File: config.mk
export PLATFORM = sky130hd
export DESIGN_NAME = input_poll_scheduler
export DESIGN_NICKNAME = d
export VERILOG_FILES = /design/src/rtl/input_poll_scheduler.sv
export SDC_FILE = /design/constraint.sdc
export NUM_CORES = 1
export LEC_CHECK = 0
export BUFFER_PORTS_ARGS = -buffer_cell sky130_fd_sc_hd__buf_2
export CORE_MARGIN = 2
export CORE_UTILIZATION = 50
export DETAILED_ROUTE_END_ITERATION = 16
export PLACE_DENSITY_LB_ADDON = 0.08
export SYNTH_ARGS = -nofsm -noshare
export SYNTH_HDL_FRONTEND = slang
export SYNTH_SLANG_ARGS = --single-unit
File: constraint.sdc
create_clock -name clk -period 3.3 [get_ports clk]
set_input_delay 0.33 -clock clk [delete_from_list [all_inputs] [get_ports clk]]
set_output_delay 0.33 -clock clk [all_outputs]
set_load 0.1 [all_outputs]
File: src/rtl/input_poll_scheduler.sv
// input_poll_scheduler
// Polls a game controller once per frame, starting at the first vertical-blank
// line. A valid response is held in a shadow register and committed to the
// registered button/analog outputs only during vertical blank, so the outputs
// never change while active video is being drawn. Consecutive failed polls
// (invalid frame or timeout) are counted, and enough of them raise data_stale.
//
// Optional feature: define INPUT_NEUTRAL_ON_STALE_EN to make the outputs read
// neutral values while data_stale is high. Without it, the outputs hold the
// last committed values. In both builds the last good data is kept internally.
module input_poll_scheduler #(
    parameter int VBLANK_LINE    = 480,
    parameter int TIMEOUT_CYCLES = 50000,
    parameter int STALE_LIMIT    = 3
) (
    input  logic        clk,
    input  logic        reset,
    input  logic [9:0]  x,
    input  logic [9:0]  y,
    output logic        poll_req,
    input  logic        poll_done,
    input  logic [63:0] poll_data,
    output logic        A,
    output logic        B,
    output logic        X,
    output logic        Y,
    output logic        start_pause,
    output logic        L,
    output logic        R,
    output logic        Z,
    output logic        D_UP,
    output logic        D_DOWN,
    output logic        D_RIGHT,
    output logic        D_LEFT,
    output logic [7:0]  JOY_X,
    output logic [7:0]  JOY_Y,
    output logic [7:0]  C_STICK_X,
    output logic [7:0]  C_STICK_Y,
    output logic [7:0]  L_TRIGGER,
    output logic [7:0]  R_TRIGGER,
    output logic        data_stale,
    output logic        update_strobe
);

    typedef enum logic [1:0] {
        ST_IDLE,
        ST_POLL,
        ST_PEND
    } state_t;

    // Field order matches the frame bit order once the validity bits
    // (byte0[7:5] and byte1[7]) are removed, so a commit is a plain slice.
    typedef struct packed {
        logic       btn_start;
        logic       btn_y;
        logic       btn_x;
        logic       btn_b;
        logic       btn_a;
        logic       btn_l;
        logic       btn_r;
        logic       btn_z;
        logic       dpad_up;
        logic       dpad_down;
        logic       dpad_right;
        logic       dpad_left;
        logic [7:0] joy_x;
        logic [7:0] joy_y;
        logic [7:0] cstick_x;
        logic [7:0] cstick_y;
        logic [7:0] trig_l;
        logic [7:0] trig_r;
    } pad_t;

    // Buttons released, sticks centred, triggers released.
    localparam pad_t PAD_NEUTRAL = {12'h000, 8'h80, 8'h80, 8'h80, 8'h80, 8'h00, 8'h00};

    localparam logic [9:0]  VBLANK_Y     = 10'(VBLANK_LINE);
    localparam logic [15:0] TIMEOUT_LAST = 16'(TIMEOUT_CYCLES - 1);
    localparam logic [15:0] TIMEOUT_MAX  = 16'hFFFF;
    localparam logic [1:0]  MISS_SAT     = 2'(STALE_LIMIT);

    state_t      r_state;
    logic        r_poll_req;
    logic [15:0] r_timeout;
    logic [63:0] r_shadow;
    pad_t        r_pad;
    logic [1:0]  r_miss;
    logic        r_stale;
    logic        r_strobe;

    logic        w_trigger;
    logic        w_in_vblank;
    logic        w_frame_valid;
    logic        w_timeout_hit;
    logic [1:0]  w_miss_next;
    pad_t        w_shadow_pad;
    pad_t        w_pad_view;
    logic        w_unused_shadow;

    // Poll decode and the saturated value the miss counter takes on a failure.
    assign w_trigger     = (x == 10'd0) && (y == VBLANK_Y);
    assign w_in_vblank   = (y >= VBLANK_Y);
    assign w_frame_valid = (poll_data[63:61] == 3'b000) && poll_data[55];
    assign w_timeout_hit = (r_timeout == TIMEOUT_LAST);
    assign w_miss_next   = (r_miss == MISS_SAT) ? r_miss : r_miss + 2'd1;
    assign w_shadow_pad  = {r_shadow[60:56], r_shadow[54:0]};

    // The validity bits were already checked when the frame was captured.
    assign w_unused_shadow = ^{r_shadow[63:61], r_shadow[55]};

    // Poll FSM, miss tracking and output commit, all with registered outputs.
    always_ff @(posedge clk) begin
        if (reset) begin
            // NOTE: reset wins over every other event, so it is the outermost branch.
            r_state    <= ST_IDLE;
            r_poll_req <= 1'b0;
            r_timeout  <= 16'd0;
            // NOTE: the shadow register is reset on purpose so a poll in flight
            // at reset can never leak stale data into a later commit.
            r_shadow   <= 64'd0;
            r_pad      <= PAD_NEUTRAL;
            r_miss     <= 2'd0;
            r_stale    <= 1'b1;
            r_strobe   <= 1'b0;
        end else begin
            // NOTE: non-blocking assignments everywhere here; the defaults below
            // are overridden later in the same block only where an event occurs.
            r_strobe <= 1'b0;
            case (r_state)
                ST_IDLE: begin
                    if (w_trigger) begin
                        r_state    <= ST_POLL;
                        r_poll_req <= 1'b1;
                        r_timeout  <= 16'd0;
                    end
                end
                ST_POLL: begin
                    // poll_done is tested first so it wins over a same-cycle timeout.
                    if (poll_done) begin
                        r_shadow   <= poll_data;
                        r_poll_req <= 1'b0;
                        if (w_frame_valid) begin
                            r_state <= ST_PEND;
                        end else begin
                            r_state <= ST_IDLE;
                            r_miss  <= w_miss_next;
                            if (w_miss_next == MISS_SAT) r_stale <= 1'b1;
                        end
                    end else if (w_timeout_hit) begin
                        r_state    <= ST_IDLE;
                        r_poll_req <= 1'b0;
                        r_miss     <= w_miss_next;
                        if (w_miss_next == MISS_SAT) r_stale <= 1'b1;
                    end else if (r_timeout != TIMEOUT_MAX) begin
                        r_timeout <= r_timeout + 16'd1;
                    end
                end
                ST_PEND: begin
                    // Hold the new frame until vertical blank so active video
                    // always sees one consistent controller state.
                    if (w_in_vblank) begin
                        r_pad    <= w_shadow_pad;
                        r_miss   <= 2'd0;
                        r_stale  <= 1'b0;
                        r_strobe <= 1'b1;
                        if (w_trigger) begin
                            r_state    <= ST_POLL;
                            r_poll_req <= 1'b1;
                            r_timeout  <= 16'd0;
                        end else begin
                            r_state <= ST_IDLE;
                        end
                    end
                end
                default: begin
                    r_state    <= ST_IDLE;
                    r_poll_req <= 1'b0;
                end
            endcase
        end
    end

`ifdef INPUT_NEUTRAL_ON_STALE_EN
    // Stale data is masked to neutral; r_pad keeps the last good frame.
    assign w_pad_view = r_stale ? PAD_NEUTRAL : r_pad;
`else
    // Stale data simply keeps showing the last committed frame.
    assign w_pad_view = r_pad;
`endif

    assign poll_req      = r_poll_req;
    assign data_stale    = r_stale;
    assign update_strobe = r_strobe;

    assign start_pause = w_pad_view.btn_start;
    assign Y           = w_pad_view.btn_y;
    assign X           = w_pad_view.btn_x;
    assign B           = w_pad_view.btn_b;
    assign A           = w_pad_view.btn_a;
    assign L           = w_pad_view.btn_l;
    assign R           = w_pad_view.btn_r;
    assign Z           = w_pad_view.btn_z;
    assign D_UP        = w_pad_view.dpad_up;
    assign D_DOWN      = w_pad_view.dpad_down;
    assign D_RIGHT     = w_pad_view.dpad_right;
    assign D_LEFT      = w_pad_view.dpad_left;
    assign JOY_X       = w_pad_view.joy_x;
    assign JOY_Y       = w_pad_view.joy_y;
    assign C_STICK_X   = w_pad_view.cstick_x;
    assign C_STICK_Y   = w_pad_view.cstick_y;
    assign L_TRIGGER   = w_pad_view.trig_l;
    assign R_TRIGGER   = w_pad_view.trig_r;

endmodule

==> results.md, run 1 <==
* Outcome: completed
* Final Hold Violating Endpoints at 0
* Post-CTS Hold Fix Bufs at 0
* Maxcap violations at 0
* Vias in the first global route at roughly 4.8k
* Antenna violations before repair at 1
* CTS resizes at 0
* Setup slack after layout at ~1.1 ns
* Average instance area after synthesis at a little under 8 µm²
* Post-synth EDFFs at 0
* Fraction of final layout cells with drive strength greater than 1 at between 20% and 30%
* Number of cells in the finished layout apart from fillers at roughly 960
* Largest stage delay, worst path at just over 0.6 ns
* GRT Util Overall at 23.6%
* Leakage power figure at approximately 2.6 nW
* Buffers from clock root to sink, at most at 2
* Count of final max-slew check failures at 0
* Vertical die dimension at ~110 µm
* Reported net switching power at between 700 and 800 µW
* Total cell area at the placement stage at 6220 µm²
* Clock Skew at 0.00849 ns
* Critical path class: flop to flop
* Vias after detailed routing at between 5k and 6k
* Std-Cell Core Area at roughly 10000 µm²
* Number of distinct library cells after synthesis at just over 50
* Number of nets still failing antenna checks after routing at 0
* Clock tree from TritonCTS: built
* First-pass GRT wire length at 21700 µm
* Number of buffers created by CTS at 17
* Final core area utilization at 65.8%
* Combinational share of power at between 2 and 2.5%
* Clk pin slew, worst setup/hold paths at 0.06 ns
* P_int at between 3 and 4 mW
* I/O pin cnt at 150
* Initial Utilization at approximately half
* Placed instance count at 932
* Gate count after technology mapping at between 600 and 700
* Final worst hold slack at about 0.05 ns
* Site row count at 37
* X dimension of the die at 108 µm
* Power Dens Cells at about 560 nW/µm²
* Net count of the mapped netlist at 773
* Total power after layout at a little under 4 mW
* Worst hold-check path type: input port to flop
* Most frequently used flop master after synthesis: dfxtp_1
* Total setup violations reported at the end of the flow at 0
* Placed wire-length estimate after detailed placement at roughly 8800 µm
* Number of optimization iterations in the first detailed-route pass at 5
* Maximum number of pins on one net before global-route repair at 70
* Share of synthesized area occupied by flip-flops and latches at a little over half
* Time the worst path needs with I/O delays and setup at 2.23 ns
* Average wire length per cell after detail routing at roughly 14 µm
* Number of levels in the clock H-tree at 4
* Share of total power in the clock network at between 50 and 60%
* Setup TNS Final at 0 ns
* Die Area at approximately 12000 µm²
* CP startpoint kind: flop
* CP cell instances: or4b_1 -> o41ai_2 -> or3_1 -> nand3_2 -> o211ai_1
* Slowest CP cell: or4b_1
* Portion of total power attributed to sequential cells at about 45%
* Count of input and output buffers at approximately 150
* Transition at the pin with the smallest max-transition slack at 0.892 ns
* Worst slack at placement at approximately 1.1 ns
* Sinks on Clock Net at between 100 and 150
* Antenna Cells at 0
* Async set or reset register ratio after synthesis at 0%
* RSZ-0062 raised after global routing: false
* DRT Wirelength at about 14000 µm
* Area growth syn-to-layout at 26.9%
* Number of flip-flops and latches in the synthesized netlist at roughly 140
* Data arrival at the endpoint of the critical path at between 2 and 3 ns
* Cell area after layout at 6850 µm²
* Clk_lat worst skew at approximately 0.5 ns
* Warnings, synthesis at 0
* CP endpoint kind: flop
* Relative max-transition margin at around 40%
* Clock root buffer: clkbuf_8
* Largest fanout on the critical path at 9
* Final Wtd Congestion at approximately 0.94
* Cell area after synthesis at around 5400 µm²
* Maximum operating frequency at approximately 450 MHz
* Switching share of power at 20.0%
* # nets final at ~900
* Routed vias/inst at ~5.3
* Critical path required time at between 3 and 4 ns
* Initial detailed-routing violation count at 283
* Fin crit share at 67.7%
* Post-CTS setup-driven buffer insertion count at 0
* GRT Residual Overflow at 0
* Max rail drop VDD at about 0.29 mV
* Count of unresolved DRC violations after routing at 0
* Worst reg-to-reg setup slack at around 1.1 ns
-- state kept, by name (all words and copies together) (netlist names), 2 cells and up --
register,cells
R_TRIGGER,8
r_state,2
JOY_X,8
r_timeout,16
C_STICK_Y,8
JOY_Y,8
r_miss,2
L_TRIGGER,8
C_STICK_X,8
r_shadow,60
-- power by group through the flow --
stage / Clock [mW] / Combinational (mW) / Sequential [mW]
4_1_cts: 2.06 / 0.0941 / 1.73
6_report: 2.03 / 0.0941 / 1.73
5_1_grt: 2.13 / 0.103 / 1.73
2_1_floorplan: 0 / 0.0324 / 1.76
3_3_place_gp: 0 / 0.0929 / 1.76
3_5_place_dp: 0 / 0.0935 / 1.76
-- kinds of logic (layout without fill, tap and decap cells) --
logic type / count (synthesis) / count (layout) / synth area share, %
AOI/OAI and AO/OA: 160 / 160 / 16.7
buffers and inverters: 54 / 197 / 3.94
and+or+nand+nor: 326 / 326 / 25.9
DFF: 143 / 143 / 53.0
adders and majority gates: 1 / 1 / 0.232
muxes: 1 / 1 / 0.185
-- cells in the mapped netlist (all sizes together), types with 2 or more instances --
cell	count	share of area, %
or3	9	1.0
a21bo	2	0.37
o31ai	2	0.28
nand3	14	1.4
o211ai	4	0.56
nor2	9	0.63
or4	2	0.28
or4b	2	0.44
inv	9	0.63
o21ai	9	0.83
nand2	257	18
o22a	3	0.49
nor2b	4	0.46
dfxtp	143	53
clkbuf	40	2.8
nor4	9	1.2
a311oi	2	0.32
nor3	5	0.67
a22oi	5	0.70
buf	5	0.53
a21oi	122	11
nand4	6	0.70
-- layout by cell type (no fill, tap or decap), types with 2 or more instances in the layout --
| cell type | synthesis | layout |
|---|---|---|
| a21bo_2 | 2 | 2 |
| a21oi_1 | 122 | 122 |
| a22oi_1 | 5 | 5 |
| a311oi_1 | 2 | 2 |
| buf_2 | 2 | 148 |
| buf_4 | 0 | 8 |
| bufinv_16 | 0 | 5 |
| clkbuf_1 | 40 | 2 |
| clkbuf_16 | 0 | 16 |
| clkinv_2 | 0 | 2 |
| clkinv_4 | 0 | 2 |
| clkinvlp_4 | 0 | 2 |
| dfxtp_1 | 143 | 143 |
| inv_1 | 9 | 9 |
| inv_6 | 0 | 2 |
| nand2_1 | 257 | 256 |
| nand3_1 | 13 | 13 |
| nand4_1 | 6 | 6 |
| nor2_1 | 9 | 8 |
| nor2b_1 | 4 | 3 |
| nor3_1 | 4 | 4 |
| nor4_1 | 8 | 8 |
| o211ai_1 | 4 | 4 |
| o21ai_0 | 8 | 8 |
| o22a_1 | 3 | 3 |
| o31ai_1 | 2 | 2 |
| or3_1 | 9 | 9 |
| or4_1 | 2 | 2 |
-- per-layer routing --
| metal | track usage, % | vias up | share of wire (%) |
|---|---|---|---|
| li1 | - | 2554 | - |
| met1 | 28.7 | 2347 | 44 |
| met2 | 39.8 | 178 | 48 |
| met3 | 6.78 | 16 | 6.7 |
| met4 | 8.15 | 2 | 1.2 |
| met5 | 0 | - | 0.080 |
-- area by class of cell --
cell class                 count  area, µm²
tap                          136        170
clock inverter                13        210
timing repair buffer         156        801
clock buffer                  19        422
fill                         915       3560
sequential                   143       2860
inverter                       9       33.8
multi-input combinational    488       2350
-- path summary, 6_finish.rpt --
| check | cells after the start | start | to |
|---|---|---|---|
| worst min register to register | 2 | r_shadow[46]$_SDFFE_PP0P_ | JOY_X[6]$_SDFFE_PP0P_ |
| worst max register to register | 5 | r_timeout[11]$_SDFFE_PP0P_ | r_timeout[15]$_SDFFE_PP0P_ |
| worst max-delay path | 5 | r_timeout[11]$_SDFFE_PP0P_ | r_timeout[15]$_SDFFE_PP0P_ |
| worst min-delay path | 3 | poll_data[49] | r_shadow[49]$_SDFFE_PP0P_ |
-- critical path, delay by kind of cell (launching register included) --
family | cells | cell delay [ns]
compound gates | 2 | 0.64
flops | 1 | 0.36
simple gates | 3 | 1.15
(Power assumes the default switching activity.)
==> run 2: changes to the inputs <==
--- a/config.mk
+++ b/config.mk
@@ -5,9 +5,10 @@
 export SDC_FILE = /design/constraint.sdc
 export NUM_CORES = 1
 export LEC_CHECK = 0
+export ABC_AREA = 1
 export BUFFER_PORTS_ARGS = -buffer_cell sky130_fd_sc_hd__buf_2
 export CORE_MARGIN = 2
-export CORE_UTILIZATION = 50
+export CORE_UTILIZATION = 47
 export DETAILED_ROUTE_END_ITERATION = 16
 export PLACE_DENSITY_LB_ADDON = 0.08
 export SYNTH_ARGS = -nofsm -noshare
==> constraint.sdc (replaced) <==
create_clock -name clk -period 1.92 [get_ports clk]
set_input_delay 0.192 -clock clk [delete_from_list [all_inputs] [get_ports clk]]
set_output_delay 0.192 -clock clk [all_outputs]
set_load 0.1 [all_outputs]
==> run 2 against run 1 <==
  * Synthesized cell count is 11% higher
  * Fmax rose by 28%
  * Critical path type unchanged
  * Power rose by 68%
  * Critical endpoint is now r_timeout[4]$_SDFFE_PP0P_
  * Cell area is 7.3% higher
  * Worst hold slack worse by 0.047 ns
  * Cell count grew 12%
  * Global-route usage fell by 1.9 points
  * Sequential cell count unchanged
  * Routed wire length grew 0.42%
  * Non-clock buffer count up 28
  * Sequential power grew 72%
  * Clock-buffer cell count increased by 6
==> results.md, run 2 <==
* Outcome: completed
* First-pass GRT wire length at 22600 µm
* Cell area after layout at around 7400 µm²
* Leakage power figure at about 3.2 nW
* Cell area after synthesis at roughly 5700 µm²
* Vertical die dimension at roughly 110 µm
* CP endpoint kind: flop
* Share of synthesized area occupied by flip-flops and latches at ~50%
* Number of flip-flops under the largest register name at 60
* Maxcap violations at 0
* Fin crit share at 90.9%
* Number of flip-flops and latches in the synthesized netlist at ~140
* Net count of the mapped netlist at 850
* Number of buffers created by CTS at 17
* CP dominant cell by count: nand2_8
* Maximum number of pins on one net before global-route repair at slightly below 80
* Initial detailed-routing violation count at ~290
* Std-Cell Core Area at roughly 12000 µm²
* Dominant cells by area after synthesis: dfxtp_1 50%, nor2_1 14%, o21ai_0 11%, a21oi_1 4.8%, nand2_1 4.6%
* Power Dens Cells at between 800 and 900 nW/µm²
* Clock tree from TritonCTS: built
* Relative max-transition margin at between 60 and 70%
* Vias after detailed routing at around 5.3k
* Initial Utilization at 47.6%
* Transition at the pin with the smallest max-transition slack at about 0.53 ns
* Critical path required time at approximately 2.3 ns
* DRT Wirelength at approximately 14000 µm
* RSZ-0062 raised after global routing: false
* Time the worst path needs with I/O delays and setup at approximately 1.7 ns
* Number of nets still failing antenna checks after routing at 0
* Post-synth EDFFs at 0
* Setup slack after layout at ~0.18 ns
* Number of cells in the finished layout apart from fillers at ~1.1k
* Most frequent standard cell in the layout excluding fill and tap cells: nor2_1
* Site row count at 40
* Post-CTS setup-driven buffer insertion count at 0
* # nets final at a little over 1k
* Most flops, register: r_shadow
* Antenna violations before repair at 0
* CP cell instances: ha_2 -> nand3_1 -> nor2_2 -> nand4_1 -> nand3_2 -> nand2_8 -> nand2_8 -> nand2_1 -> a21oi_1
* Slowest CP cell: dfxtp_1
* Most frequently used flop master after synthesis: dfxtp_1
* Count of unresolved DRC violations after routing at 0
* Final Wtd Congestion at 0.856
* Critical path class: flop to flop
* Antenna Cells at 0
* Most used cells in the layout excluding fill and tap cells: 214 x nor2_1, 149 x buf_2, 143 x dfxtp_1, 119 x o21ai_0, 70 x nand2_1
* Async set or reset register ratio after synthesis at 0%
* Placed wire-length estimate after detailed placement at slightly below 9000 µm
* Average wire length per cell after detail routing at ~13 µm
* Data arrival at the endpoint of the critical path at 2.09 ns
* Final Hold Violating Endpoints at 0
* Count of input and output buffers at 149
* Registers with the highest flip-flop counts: r_shadow: 60 flops, r_timeout: 16 flops
* Count of final max-slew check failures at 0
* Fraction of synthesized cell area taken by the top area cell type at approximately half
* Clock root buffer: clkbuf_16
* Worst hold-check path type: input port to flop
* Largest fanout on the critical path at 23
* I/O pin cnt at 150
* Placed instance count at between 1k and 1.5k
* Final core area utilization at between 60 and 70%
* GRT Util Overall at a little over a fifth
* List of most frequent post-synthesis cells: 214 x nor2_1, 143 x dfxtp_1, 119 x o21ai_0, 70 x nand2_1, 54 x a21oi_1
* Clock Skew at approximately 0.0086 ns
* Total area of multi-input combinational cells at about 2400 µm²
* Die Area at around 13000 µm²
* X dimension of the die at 114 µm
* Clk_lat worst skew at about 0.43 ns
* Gate count after technology mapping at ~760
* Number of levels in the clock H-tree at 4
* Maximum operating frequency at 573 MHz
* Buffers from clock root to sink, at most at 2
* Largest stage delay, worst path at 0.41 ns
* Total setup violations reported at the end of the flow at 0
* Number of optimization iterations in the first detailed-route pass at 5
* Seq. cell area at 2860 µm²
* Worst slack at placement at ~0.12 ns
* Average instance area after synthesis at ~7.4 µm²
* Fraction of final layout cells with drive strength greater than 1 at between 20 and 25%
* Routed vias/inst at 4.93
* Clk pin slew, worst setup/hold paths at roughly 0.060 ns
* Warnings, synthesis at 0
* Largest area contributor in the netlist: dfxtp_1
* Setup TNS Final at 0 ns
* Area growth syn-to-layout at 29.6%
* Most frequent cell after synthesis: nor2_1
* CP startpoint kind: flop
* Vias in the first global route at about 5.1k
* Number of distinct library cells after synthesis at 27
* GRT Residual Overflow at 0
* Final-layout fill cell count at 1115
* Sinks on Clock Net at 143
* Total cell area at the placement stage at approximately 6500 µm²
* Max rail drop VDD at 0.640 mV
run 2: final timing paths:
path	slack, ns	cells after the start	start	end
min reg2reg	0.45	2	r_shadow[1]$_SDFFE_PP0P_	R_TRIGGER[1]$_SDFFE_PP0P_
max	0.18	9	r_timeout[0]$_SDFFE_PP0P_	r_timeout[4]$_SDFFE_PP0P_
min	0.004	3	poll_data[50]	r_shadow[50]$_SDFFE_PP0P_
max reg2reg	0.18	9	r_timeout[0]$_SDFFE_PP0P_	r_timeout[4]$_SDFFE_PP0P_
run 2: cell type report:
cell class	count	area share [%]
multi-input cells	528	32.9
clock inverters	7	1.00
clock buffers	25	7.15
flip-flops and latches	143	38.9
repair buffers	184	15.1
well taps	147	2.50
inverters	44	2.38
run 2: worst max-delay path, delay by kind of cell, from the launching register on:
family / cells / cell delay (ns)
adder cells (fa/ha/maj): 1 / 0.26
flip-flops: 1 / 0.41
AO/OA/AOI/OAI: 1 / 0.13
AND/OR/NAND/NOR: 7 / 0.85
run 2: per-stage QoR:
stage,hold WS [ns],power (mW)
final,0.00416,6.45
after global routing,0.0103,6.65
after CTS,0.0000995,6.52
after detailed placement,0.420,3.21
after global placement,0.415,3.21
after floorplan,0.327,3.11
run 2: routing by layer:
metal,track usage (%),wire (µm),vias to the layer above
met5,0,0,-
met4,8.62,138,0
met3,6.06,707,11
met2,37.3,6680,119
met1,25.6,6200,2406
li1,-,-,2775
run 2: power breakdown:
group          internal, mW  switching [mW]
combinational         0.126          0.0987
sequential             2.97      0.00000124
clock                  2.03            1.23
run 2: kinds of logic (layout without fill, tap and decap cells):
family,after synthesis,count (layout),synth area share (%)
AND/OR/NAND/NOR,350,350,26.1
AO/OA/AOI/OAI,173,173,15.3
flip-flops,143,143,50.5
buffers and inverters,91,260,7.28
XOR/XNOR,4,4,0.618
adder cells (fa/ha/maj),1,1,0.221
run 2: what timing repair did:
| action | CTS | global route |
|---|---|---|
| endpoints found under the hold margin | 27 | 0 |
| hold buffers | 27 | 0 |
| endpoints found under the setup margin | 0 | 15 |
| resized for setup | 0 | 4 |
==> run 3: changes to the inputs <==
--- a/config.mk
+++ b/config.mk
@@ -9,6 +9,7 @@
 export BUFFER_PORTS_ARGS = -buffer_cell sky130_fd_sc_hd__buf_2
 export CORE_MARGIN = 2
 export CORE_UTILIZATION = 47
+export CTS_BUF_LIST = sky130_fd_sc_hd__clkbuf_16
 export DETAILED_ROUTE_END_ITERATION = 16
 export PLACE_DENSITY_LB_ADDON = 0.08
 export SYNTH_ARGS = -nofsm -noshare
==> run 3 against run 2 <==
  * Die area did not move
  * Routed wire length fell by 0.37%
  * Setup slack improved by 0.0012 ns
  * First-iteration DRC count rose by 6.3%
  * Core utilization fell by 0.59 points
  * Cell area fell by 0.95%
  * Sequential share of layout area rose by 0.37 points
  * Worst hold slack improved by 0.0058 ns
  * Register-to-register slack barely moved
  * Largest cell class unchanged
==> results.md, run 3 (synthesis gave the netlist of run 2 again) <==
* Worst hold path depth at 3
* Placed wire-length estimate after detailed placement at 8740 µm
* Site row count at 40
* Maximum number of pins on one net before global-route repair at a little under 80
* RR Endpoint: r_timeout[4]$_SDFFE_PP0P_
* Clock tree from TritonCTS: built
* Sinks on Clock Net at between 100 and 150
* Vias after detailed routing at approximately 5.4k
* Number of levels in the clock H-tree at 4
* Fraction of final layout cells with drive strength greater than 1 at 21.7%
* Most flops, register: r_shadow
* Highest routing layer actually used: met4
* Cell area after layout at between 7000 and 8000 µm²
* Number of optimization iterations in the first detailed-route pass at 5
* Total cell area at the placement stage at around 6500 µm²
* Die Area at roughly 13000 µm²
* Outcome: completed
* I/O pin cnt at 150
* Count of final max-slew check failures at 0
* RSZ-0062 raised after global routing: false
* Placed instance count at slightly above 1k
* Critical R2R Launch: r_timeout[0]$_SDFFE_PP0P_
* Total setup violations reported at the end of the flow at 0
* Clock Skew at about 0.0077 ns
* Final-layout fill cell count at ~1.1k
* Worst hold-check path type: input port to flop
* Number of cells in the finished layout apart from fillers at 1078
* Time the worst path needs with I/O delays and setup at around 1.7 ns
* Area growth syn-to-layout at 28.4%
* Final Hold Violating Endpoints at 0
* First-pass GRT wire length at around 23000 µm
* GRT Residual Overflow at 0
* Total area of multi-input combinational cells at 2420 µm²
* Number of flip-flops under the largest register name at 60
* Worst reg-to-reg setup slack at approximately 0.18 ns
* Initial Utilization at approximately 48%
* Vias in the first global route at slightly above 5k
* X dimension of the die at around 110 µm
* Maxcap violations at 0
* Data arrival at the endpoint of the critical path at between 2 and 2.5 ns
* Most frequent standard cell in the layout excluding fill and tap cells: nor2_1
* Largest fanout on the critical path at 23
* # nets final at 1006
* Clk_lat worst skew at approximately 0.42 ns
* Average wire length per cell after detail routing at about 13 µm
* Fin crit share at about 91%
* Count of unresolved DRC violations after routing at 0
* Wire length on met3 at around 790 µm
* Clk pin slew, worst setup/hold paths at around 0.060 ns
* Setup TNS Final at 0 ns
* Most used cells in the layout excluding fill and tap cells: 214 x nor2_1, 149 x buf_2, 143 x dfxtp_1, 119 x o21ai_0, 70 x nand2_1
* Max rail drop VDD at roughly 0.64 mV
* Leakage power figure at roughly 3.2 nW
* Vertical die dimension at 114 µm
* Count of input and output buffers at roughly 150
* DRT Wirelength at between 10000 and 15000 µm
* Routed length on met2 at about 6600 µm
* Critical path required time at about 2.3 ns
* Maximum operating frequency at 574 MHz
* GRT Util Overall at 21.6%
* CP endpoint kind: flop
* Antenna violations before repair at 0
* Final Wtd Congestion at 0.856
* Clock root buffer: clkbuf_16
* Relative max-transition margin at ~65%
* Initial detailed-routing violation count at just over 300
* Wire length on met1 at about 6100 µm
* Number of buffers created by CTS at 17
* Transition at the pin with the smallest max-transition slack at 0.528 ns
* Buffers from clock root to sink, at most at 2
* Number of nets still failing antenna checks after routing at 0
* Critical path class: flop to flop
* Endpoint of the worst hold-timing path: r_shadow[50]$_SDFFE_PP0P_
* Final core area utilization at around three fifths
* Seq. cell area at ~2900 µm²
* Routed vias/inst at roughly 5
* CP startpoint kind: flop
* Worst hold path startpoint: poll_data[50]
* Antenna Cells at 0
* Power Dens Cells at 845 nW/µm²
* Post-CTS setup-driven buffer insertion count at 0
* Std-Cell Core Area at 11900 µm²
* Worst R2R Path Depth at 9
* Registers with the highest flip-flop counts: r_shadow: 60 flops, r_timeout: 16 flops
[run 3: repair_timing]
action	4_1_cts	5_1_grt
hold buffers	27	0
resized for setup	0	4
endpoints found under the hold margin	27	0
endpoints found under the setup margin	0	15
[run 3: cell type report]
| class | count | share of cell area (%) |
|---|---|---|
| flip-flops and latches | 143 | 39.3 |
| inverters | 44 | 2.41 |
| well taps | 147 | 2.53 |
| multi-input cells | 528 | 33.2 |
| repair buffers | 184 | 15.3 |
| clock inverters | 15 | 1.43 |
| clock buffers | 17 | 5.84 |
[run 3: stage by stage]
step | hold slack, ns | total power [mW] | setup slack [ns]
final | 0.00997 | 6.15 | 0.177
after floorplan | 0.327 | 3.11 | 0.347
after global routing | 0.0111 | 6.35 | 0.00458
after CTS | 0.000443 | 6.22 | 0.0922
after detailed placement | 0.420 | 3.21 | 0.120
after global placement | 0.415 | 3.21 | 0.181
[run 3: how the worst max path moves through the flow]
stage / endpoint / from / slack [ns]
6_report: r_timeout[4]$_SDFFE_PP0P_ / r_timeout[0]$_SDFFE_PP0P_ / 0.18
5_1_grt: r_timeout[5]$_SDFFE_PP0P_ / r_timeout[0]$_SDFFE_PP0P_ / 0.005
4_1_cts: r_timeout[5]$_SDFFE_PP0P_ / r_timeout[0]$_SDFFE_PP0P_ / 0.09
3_5_place_dp: r_timeout[5]$_SDFFE_PP0P_ / r_timeout[0]$_SDFFE_PP0P_ / 0.12
3_3_place_gp: r_timeout[3]$_SDFFE_PP0P_ / r_timeout[0]$_SDFFE_PP0P_ / 0.18
2_1_floorplan: r_timeout[0]$_SDFFE_PP0P_ / r_timeout[0]$_SDFFE_PP0P_ / 0.35
[run 3: worst max-delay path, stage by stage (launching register included)]
cell and delay, ns:
dfxtp_1 0.41, ha_2 0.26, nand3_1 0.10, nor2_2 0.18
nand4_1 0.12, nand3_2 0.13, nand2_8 0.14, nand2_8 0.13
nand2_1 0.05, a21oi_1 0.13
[run 3: per-layer routing]
metal	track usage (%)	vias up
met4	8.62	0
met3	6.06	18
li1	-	2778
met5	0	-
met2	37.2	126
met1	25.5	2432
[run 3: power by group]
| part | switching, mW | internal (mW) | total [mW] | leakage [nW] |
|---|---|---|---|---|
| clock | 1.21 | 1.74 | 2.96 | 0.261 |
| sequential | 0.00000121 | 2.97 | 2.97 | 1.15 |
| combinational | 0.0986 | 0.126 | 0.225 | 1.80 |
